### src/rtl/text_dump_tx.sv
// UART (8N1) dump of the 32x4 character buffer: four rows, each terminated by CR/LF.
// Reads the buffer through a synchronous-read port; tx idles high and is driven from a register.
module text_dump_tx #(
    parameter int unsigned CLKS_PER_BIT = 10417,
    parameter int unsigned COLS         = 32,
    parameter int unsigned ROWS         = 4
) (
    input  logic       clk,
    input  logic       reset,
    input  logic       start,
    output logic [1:0] rd_row,
    output logic [4:0] rd_col,
    input  logic [7:0] rd_data,
    output logic       tx,
    output logic       busy,
    output logic       done
);

    localparam int unsigned   BW        = $clog2(CLKS_PER_BIT);
    localparam logic [BW-1:0] BAUD_LAST = BW'(CLKS_PER_BIT - 1);
    localparam logic [4:0]    LAST_COL  = 5'(COLS - 1);
    localparam logic [1:0]    LAST_ROW  = 2'(ROWS - 1);
    localparam logic [3:0]    STOP_BIT  = 4'd9;

    typedef enum logic [2:0] {S_IDLE, S_ADDR, S_FETCH, S_SEND, S_NEXT, S_DONE} state_t;
    typedef enum logic [1:0] {K_CHAR, K_CR, K_LF} kind_t;

    state_t        state_q, state_d;
    kind_t         kind_q, kind_d;
    logic [1:0]    row_q, row_d;
    logic [4:0]    col_q, col_d;
    logic [7:0]    sh_q, sh_d;
    logic [3:0]    bit_q, bit_d;
    logic [BW-1:0] baud_q, baud_d;
    logic          tx_q, tx_d;

    always_ff @(posedge clk or negedge reset) begin
        if (!reset) begin
            state_q <= S_IDLE;
        end else begin
            state_q <= state_d;
        end
    end

    always_comb begin
        state_d = state_q;
        case (state_q)
            S_IDLE:  if (start) state_d = S_ADDR;
            S_ADDR:  state_d = S_FETCH;
            S_FETCH: state_d = S_SEND;
            S_SEND:  if (bit_q == STOP_BIT && baud_q == BAUD_LAST) state_d = S_NEXT;
            S_NEXT: begin
                case (kind_q)
                    K_CHAR:  state_d = (col_q != LAST_COL) ? S_ADDR : S_SEND;
                    K_CR:    state_d = S_SEND;
                    default: state_d = (row_q != LAST_ROW) ? S_ADDR : S_DONE;
                endcase
            end
            S_DONE:  state_d = S_IDLE;
            default: state_d = S_IDLE;
        endcase
    end

    // Every frame start (FETCH, or NEXT loading CR/LF) drives the start bit on the same edge.
    always_comb begin
        kind_d = kind_q;
        row_d  = row_q;
        col_d  = col_q;
        sh_d   = sh_q;
        bit_d  = bit_q;
        baud_d = baud_q;
        tx_d   = tx_q;
        case (state_q)
            S_IDLE: begin
                if (start) begin
                    row_d  = '0;
                    col_d  = '0;
                    kind_d = K_CHAR;
                end
            end
            S_FETCH: begin
                sh_d   = (rd_data < 8'h20 || rd_data >= 8'h7F) ? 8'h20 : rd_data;
                bit_d  = '0;
                baud_d = '0;
                tx_d   = 1'b0;
            end
            S_SEND: begin
                if (baud_q == BAUD_LAST) begin
                    baud_d = '0;
                    if (bit_q != STOP_BIT) begin
                        bit_d = bit_q + 4'd1;
                        tx_d  = (bit_q == 4'd8) ? 1'b1 : sh_q[bit_q[2:0]];
                    end
                end else begin
                    baud_d = baud_q + BW'(1);
                end
            end
            S_NEXT: begin
                case (kind_q)
                    K_CHAR: begin
                        if (col_q != LAST_COL) begin
                            col_d = col_q + 5'd1;
                        end else begin
                            kind_d = K_CR;
                            sh_d   = 8'h0D;
                            bit_d  = '0;
                            baud_d = '0;
                            tx_d   = 1'b0;
                        end
                    end
                    K_CR: begin
                        kind_d = K_LF;
                        sh_d   = 8'h0A;
                        bit_d  = '0;
                        baud_d = '0;
                        tx_d   = 1'b0;
                    end
                    default: begin
                        if (row_q != LAST_ROW) begin
                            row_d  = row_q + 2'd1;
                            col_d  = '0;
                            kind_d = K_CHAR;
                        end
                    end
                endcase
            end
            default: ;
        endcase
    end

    always_ff @(posedge clk or negedge reset) begin
        if (!reset) begin
            kind_q <= K_CHAR;
            row_q  <= '0;
            col_q  <= '0;
            sh_q   <= '0;
            bit_q  <= '0;
            baud_q <= '0;
            tx_q   <= 1'b1;
        end else begin
            kind_q <= kind_d;
            row_q  <= row_d;
            col_q  <= col_d;
            sh_q   <= sh_d;
            bit_q  <= bit_d;
            baud_q <= baud_d;
            tx_q   <= tx_d;
        end
    end

    always_comb begin
        busy   = (state_q != S_IDLE) && (state_q != S_DONE);
        done   = (state_q == S_DONE);
        rd_row = row_q;
        rd_col = col_q;
        tx     = tx_q;
    end

endmodule
### config.mk
export PLATFORM = sky130hd
export DESIGN_NAME = text_dump_tx
export DESIGN_NICKNAME = d
export VERILOG_FILES = /design/src/rtl/text_dump_tx.sv
export SDC_FILE = /design/constraint.sdc
export NUM_CORES = 1
export LEC_CHECK = 0
export ABC_AREA = 1
export CAP_MARGIN = 20
export CORE_ASPECT_RATIO = 1.25
export CORE_MARGIN = 3
export CORE_UTILIZATION = 62
export DETAILED_ROUTE_END_ITERATION = 8
export HOLD_SLACK_MARGIN = 0.02
export PLACE_DENSITY_LB_ADDON = 0.12
export SYNTH_ARGS = -nofsm -noshare
export SYNTH_HDL_FRONTEND = slang
export SYNTH_SLANG_ARGS = --single-unit
### constraint.sdc
create_clock -name clk -period 3.9 [get_ports clk]
set_input_delay 0.975 -clock clk [delete_from_list [all_inputs] [get_ports clk]]
set_output_delay 0.975 -clock clk [all_outputs]
set_load 0.05 [all_outputs]
# Word-level counts from Yosys, hierarchy flattened
# Index checks and enable logic that the tools add are counted.
[word_totals]
wordCells = 97
out_inout_bits = 10
in_bits = 11
regBits = 39
[classes]
n_eq_ne = 25
add_sub_neg = 4
n_mux = 40
order_cmp = 3
reduce_logical = 17
[ops]
columns = ["cell", "n"]
rows = [
  ["case mux 14 bit (3 select lines)", 1],
  ["case mux 8 bit (2 select lines)", 2],
  ["2-to-1 mux 14 bit", 2],
  ["case mux 14 bit (2 select lines)", 1],
  ["case mux 5 bit (2 select lines)", 2],
  ["2-to-1 mux 8 bit", 2],
  ["!= test 2 bit (second input constant)", 8],
  ["2-to-1 mux 5 bit", 3],
  ["!= test 3 bit (second input constant)", 5],
  ["case mux 3 bit (5 select lines)", 1],
  ["adder 14 x 1 -> 14 bit (second input constant)", 1],
  ["equality test 14 bit (second input constant)", 1],
  ["2-to-1 mux 2 bit", 6],
  ["2-to-1 mux 4 bit", 3],
  ["case mux 2 bit (2 select lines)", 3],
  ["case mux 4 bit (3 select lines)", 1],
  ["AND reduction 5 bit", 2],
  ["2-to-1 mux 3 bit", 3],
  ["equality test 4 bit (second input constant)", 2],
  ["greater-or-equal comparator 8 x 7 -> 1 bit (second input constant)", 1],
  ["less-than comparator 8 x 6 -> 1 bit (second input constant)", 1],
  ["!= test 4 bit (second input constant)", 2],
  ["case mux 4 bit (2 select lines)", 1],
  ["AND reduction 4 bit", 2],
  ["23 further kinds", 33],
]

# Depth between registers and ports, before layout
# Gate-level depths: netlist of run 1.
[logic_depth]
ltp_word = 6
mapped_depth = 13

# Worst setup path after synthesis of run 1
# Ideal clock, no wire load.
[synth_timing]
kind = "register to output"
start = "register state_q[1]"
end = "output port busy"
path_buffers = 1
slack_ns = 0.741
arrival_time_ns = 2.184
path_stages_with_launch = 4
required_ns = 2.925
cell_sequence = "dfrtp_1 buf_6 nor3_1 nor2_1"
[synth_via]
elab_chain_cells = 2
[synth_lines]
columns = ["item", "line_no", "text"]
rows = [
  ["start, declared", "28", "state_t state_q, state_d;"],
  ["start signal, assigned", "41", "state_q <= state_d;"],
  ["!= test 3 bit or nonzero test 3 bit (tied branches)", "152", "busy = (state_q != S_IDLE) && (state_q != S_DONE);"],
  ["logical AND 1 bit *", "152", ""],
  ["end, declared", "15", "output logic busy,"],
]
# Mark *: on every way between the ends. The rest lies on a longest branch, timed or not.

# Final worst setup path of run 1
# Ends and elaborated chain as after synthesis.

==> summary.md, run 1 <==
| Metric | Value |
|---|---|
| Slew of the pin with the lowest slew margin | 0.844 ns |
| Core area | 3570 um2 |
| Syn Std Cell Area | 2360 um2 |
| Pwr per Cell Area | 295 nW/um2 |
| Rel. slew slack | 43.7% |
| Starting Density | 66.0% |
| Count leader, synth | nand2_1 |
| Critical Path Most Common Cell | nor2_1 |
| Outcome | finished clean |
| Post-route insts no fill | 384 |
| Asr flop ratio synth | 100% |
| ANT nets after route | 0 |
| Clock transition at the registers of the reported paths | 0.08 ns |
| Fmax | 334 MHz |
| Crit path launch type | register |
| Pin count of the biggest net entering global routing | 40 |
| Final clock period utilization by the worst path | 76.8% |
| Die area | 4580 um2 |
| Yosys cell types | 26 |
| Worst Path Max Fanout | 8 |
| Row cnt | 24 |
| Leakage Power | 1.41 nW |
| Later-pin clock latency in the skew report | 0.29 ns |
| RSZ-0062 raised after global routing | false |
| Ys flop type | dfrtp_1 |
| Hold Vio Cnt, Final | 0 |
| Leading area contributor after synthesis | dfrtp_1 |
| Post-synth top area share | 40.3% |
| Antenna diodes | 0 |
| WP buf/inv | 2 |
| Clock buffer depth | 2 |
| Overall Global Routing Usage | 24.4% |
| Cts repair resizes | 0 |
| Worst vdd ir | 0.232 mV |
| Post-Route WL | 4960 um |
| CP top delay family | buffers and inverters |
| Post-synth EDFFs | 0 |
| Area contributors post-synth | dfrtp_1, nand2_1, nor2_1 |
| Mapped Cells | 320 |
| DR WL/cell | 12.9 um |
| CP Cell Sequence | inv_2 -> nand2_4 -> nor2_1 -> nor2_1 -> clkdlybuf4s50_1 |
| Met1 global-route usage | 26.4% |
| Met3 usage | 3.77% |
| Met2 usage | 45.3% |
| WS Path Type | register to output pin |
| Vias | 2,140 |
| I/O Buffers | 20 |
| Slew Viols, Final | 0 |
| Vias in the first global route | 2,063 |
| Layout cells sized above 1 | 8.41% |
| Syn_area_per_cell | 7.37 um2 |
| Min Tclk post-route | 3.00 ns |
| HP Class | register to register |
| Synthesized flop and latch total | 39 |
| Clock sink count | 39 |
| Clk_skew | 0.00892 ns |
| Num ports | 21 |
| Reg2reg setup slack | 1.90 ns |
| Chip Width | 61.2 um |
| Drt initial violations | 104 |
| Most used routing layer | met2 |
| Layout Nets | 363 |
| CTS buffer count | 5 |
| Final setup viols | 0 |
| Pre-antenna DRT Iters | 6 |
| P&R area growth vs syn | 14.2% |
| First-pass GRT wire length | 8450 um |
| Post-synth top cells | nand2_1, nor2_1, dfrtp_1, inv_1, nand3_1 |
| CP endpoint kind | output pin |
| DP Cell Count | 376 |
| Syn nets | 339 |
| Initial antenna violation count | 0 |
| Root Driver | clkbuf_8 |
| DR DRC count | 0 |
| Hold-fix buffers, CTS | 0 |
| GPL Wtd Cong | 0.857 |
| Slowest CP cell | clkdlybuf4s50_1 |
| Grt total ovfl | 0 |
| Register area share after synthesis | 41.5% |
| CP max stage delay | 0.80 ns |
| Postcts setup bufs | 0 |
| Setup TNS | 0 ns |
| CTS tree | built |
| Crit path DAT | 2.02 ns |
| Synth warnings | 0 |
| Die Ht | 74.9 um |
| Hpwl dp | 3510 um |
| Vias/cell | 5.57 |
| H-tree depth | 2 |
| Worst path required time | 2.92 ns |
| Max-cap violation count | 0 |
## worst paths after layout
path,startpoint,to,cells past startpoint
worst max-delay path,state_q[1],busy,5
worst min-delay path,tx,tx,2
worst max register to register,rd_col[0],tx,11
worst min register to register,tx,tx,2
max in group asynchronous,reset,bit_q[0],1
min in group asynchronous,reset,baud_q[11],1
## metal layers
| metal | share of wire (%) | vias to the layer above |
|---|---|---|
| li1 | - | 1071 |
| met1 | 42 | 1004 |
| met2 | 52 | 50 |
| met3 | 2.9 | 15 |
| met4 | 2.6 | 0 |
| met5 | 0 | - |
## cell families after synthesis
| group | after synthesis | share of synthesized area (%) |
|---|---|---|
| and+or+nand+nor | 188 | 36.0 |
| AOI/OAI and AO/OA | 32 | 7.48 |
| buffers and inverters | 45 | 7.80 |
| xor gates and xnor gates | 8 | 2.97 |
| DFF | 39 | 41.5 |
| adders and majority gates | 8 | 4.25 |
## placed cells by master (no fill, tap or decap)
cell type	instances
ha_1	8
nand2_2	2
nand3_1	23
o21ai_2	2
xnor2_1	2
a21oi_1	12
nor2_8	1
nor4b_1	1
o22ai_1	2
nand2_4	5
nor2_1	44
clkinv_2	1
a21o_1	1
clkbuf_8	6
bufinv_16	1
clkdlybuf4s50_1	19
nor3_1	7
or2_2	2
xor2_1	6
dfrtp_1	38
nor2_2	2
a21oi_2	1
inv_1	38
nand2_1	88
dfstp_2	1
nand4_1	13
o21ai_0	14
inv_2	4
buf_2	1
## state kept, by name, indices dropped and copies added (netlist names)
signal	count
baud_q	14
sh_q	8
rd_col	5
bit_q	4
state_q	3
kind_q	2
rd_row	2
tx	1
## per-stage QoR
stage / hold slack (ns) / setup WS, ns / power (mW) / util [%] / cell area [um2]
finish: 0.486 / 0.903 / 0.796 / 75.4 / 2690
global placement: 0.459 / 1.31 / 0.450 / 72.1 / 2570
global route: 0.498 / 0.832 / 0.819 / 75.4 / 2690
detailed placement: 0.475 / 1.24 / 0.450 / 72.1 / 2570
floorplan: 0.445 / 0.741 / 0.429 / - / 2360
CTS: 0.492 / 0.912 / 0.799 / 75.4 / 2690
## report_power, final
group | internal [mW] | leakage (nW) | switching [mW] | total (mW)
Clock | 0.207 | 0.0612 | 0.147 | 0.354
Combinational | 0.0141 | 0.877 | 0.0179 | 0.0320
Sequential | 0.408 | 0.475 | 0.00187 | 0.410
Total | 0.629 | 1.41 | 0.167 | 0.796
## final cells by class
cell class              count  area (um2)
fillers                   265         881
multi-input cells         236        1200
inverters                  42         158
clock inverters             2        35.0
well taps                  39        48.8
repair buffers             20         195
clock buffers               6        82.6
flip-flops and latches     39         977
## tightest hold or removal path, cell delays in order (launching register included)
cell     delay [ns]
dfstp_2        0.37
nand2_1        0.06
nand2_1        0.06
No activity file was read; power rests on OpenSTA's default activity.
==> run 2: changes to the inputs <==
- CORE_UTILIZATION: 62 -> 52
- clock period: 3.9 -> 2.7 ns (I/O delays scaled with it)
==> run 2 against run 1 <==
Net effect: critical path depth shrank 2; global-route usage shrank 2.8 points; sequential power grew 44%; non-clock buffer count is the same; total power grew 44%; final cell count grew 4.4%; final area grew 0.93%; critical path type unchanged; largest power group unchanged.
==> summary.md, run 2 (synthesis gave the netlist of run 1 again) <==
| Metric | Value |
|---|---|
| Outcome | finished clean |
| Final hold slack | 0.469 ns |
| Layout Nets | 363 |
| Vias | 2,069 |
| ANT nets after route | 0 |
| Die area | 5380 um2 |
| Worst vdd ir | 0.534 mV |
| I/O Buffers | 20 |
| Pin count of the biggest net entering global routing | 40 |
| Num ports | 21 |
| Final setup viols | 0 |
| Pwr per Cell Area | 421 nW/um2 |
| Core area | 4230 um2 |
| Vias in the first global route | 2,069 |
| Layout fillers | 406 |
| Max-cap violation count | 0 |
| Row cnt | 26 |
| Clock transition at the registers of the reported paths | 0.08 ns |
| Chip Width | 66.2 um |
| CTS tree | built |
| Largest register FFs | 14 |
| GPL Wtd Cong | 0.875 |
| DR WL/cell | 12.3 um |
| Antenna diodes | 0 |
| Grt total ovfl | 0 |
| Leading cell type in the layout, fill and taps excluded | nand2_1 |
| RSZ-0062 raised after global routing | false |
| Slew of the pin with the lowest slew margin | 0.859 ns |
| Crit path DAT | 1.89 ns |
| WS Path Type | register to output pin |
| Setup TNS | 0 ns |
| Hpwl dp | 3700 um |
| Cts repair resizes | 1 |
| Crit path launch type | register |
| Starting Density | 55.7% |
| Clk_skew | 0.00905 ns |
| H-tree depth | 2 |
| DR DRC count | 0 |
| Most frequent cells in the layout | nand2_1, nor2_1, inv_1, dfrtp_1, nand3_1 |
| Initial antenna violation count | 0 |
| Vias/cell | 5.16 |
| Largest reg by FF count | baud_q |
| Post-Route WL | 4910 um |
| Worst path required time | 2.03 ns |
| Clock sink count | 39 |
| Leakage Power | 1.41 nW |
| Pre-antenna DRT Iters | 4 |
| Fmax | 389 MHz |
| Post-route insts no fill | 401 |
| Postcts setup bufs | 0 |
| P&R area growth vs syn | 15.3% |
| Final Power | 1.15 mW |
| First-pass GRT wire length | 9020 um |
| DP Cell Count | 393 |
| Drt initial violations | 106 |
| Later-pin clock latency in the skew report | 0.30 ns |
| CTS buffer count | 5 |
| Hold-fix buffers, CTS | 0 |
| Slew Viols, Final | 0 |
| Root Driver | clkbuf_8 |
| Layout cells sized above 1 | 8.70% |
| HP Class | register to register |
| Die Ht | 81.3 um |
| Worst Path Max Fanout | 6 |
| Register area | 977 um2 |
| Overall Global Routing Usage | 21.6% |
| Rel. slew slack | 42.7% |
| Min Tclk post-route | 2.57 ns |
| CP endpoint kind | output pin |
| Clock buffer depth | 2 |
| Final clock period utilization by the worst path | 95.1% |
| Multi-input logic area | 1200 um2 |
| Hold Vio Cnt, Final | 0 |
[run 2: cell count changes in the layout (fill, tap and decap cells not counted), sizes merged]
cell,delta
dlygate4sd2,+1
clkdlybuf4s50,-1
[run 2: critical path, stage by stage, from the launching register on]
cell and delay (ns):
dfrtp_1 0.47, inv_2 0.13, nor3_2 0.17, clkdlybuf4s50_1 0.84
[run 2: cell type report]
cell class | count | share of cell area, %
repair buffers | 20 | 7.14
clock inverters | 2 | 1.29
multi-input cells | 236 | 44.2
flip-flops and latches | 39 | 36.0
inverters | 42 | 5.80
clock buffers | 6 | 3.04
well taps | 56 | 2.58
[run 2: stage by stage]
step,util [%],worst slack (ns),instance area [um2]
final,64.3,0.131,2720
after global routing,64.3,0.0412,2720
after CTS,64.3,0.130,2720
after detailed placement,61.5,0.328,2600
after global placement,61.5,0.389,2600
after floorplan,-,0.402,2360
[run 2: routing by layer]
layer / GRT usage, % / routed length [um]
met5: 0 / 0
met4: 7.32 / 80
met3: 4.29 / 128
met2: 39.3 / 2560
met1: 25.1 / 2150
[run 2: power breakdown]
group | internal (mW) | switching, mW | total [mW]
logic | 0.0204 | 0.0258 | 0.0463
clock network | 0.299 | 0.208 | 0.507
registers | 0.589 | 0.00240 | 0.591
[run 2: final timing paths]
kind                                   end  cells after the start  slack, ns        from
worst max-delay path                  done                      3       0.13  state_q[2]
worst min-delay path                    tx                      2       0.47          tx
worst max register to register    bit_q[3]                     11       0.77   rd_col[0]
worst min register to register          tx                      2       0.47          tx
max in group asynchronous        rd_col[2]                      1       1.67       reset
min in group asynchronous       baud_q[11]                      1       0.48       reset
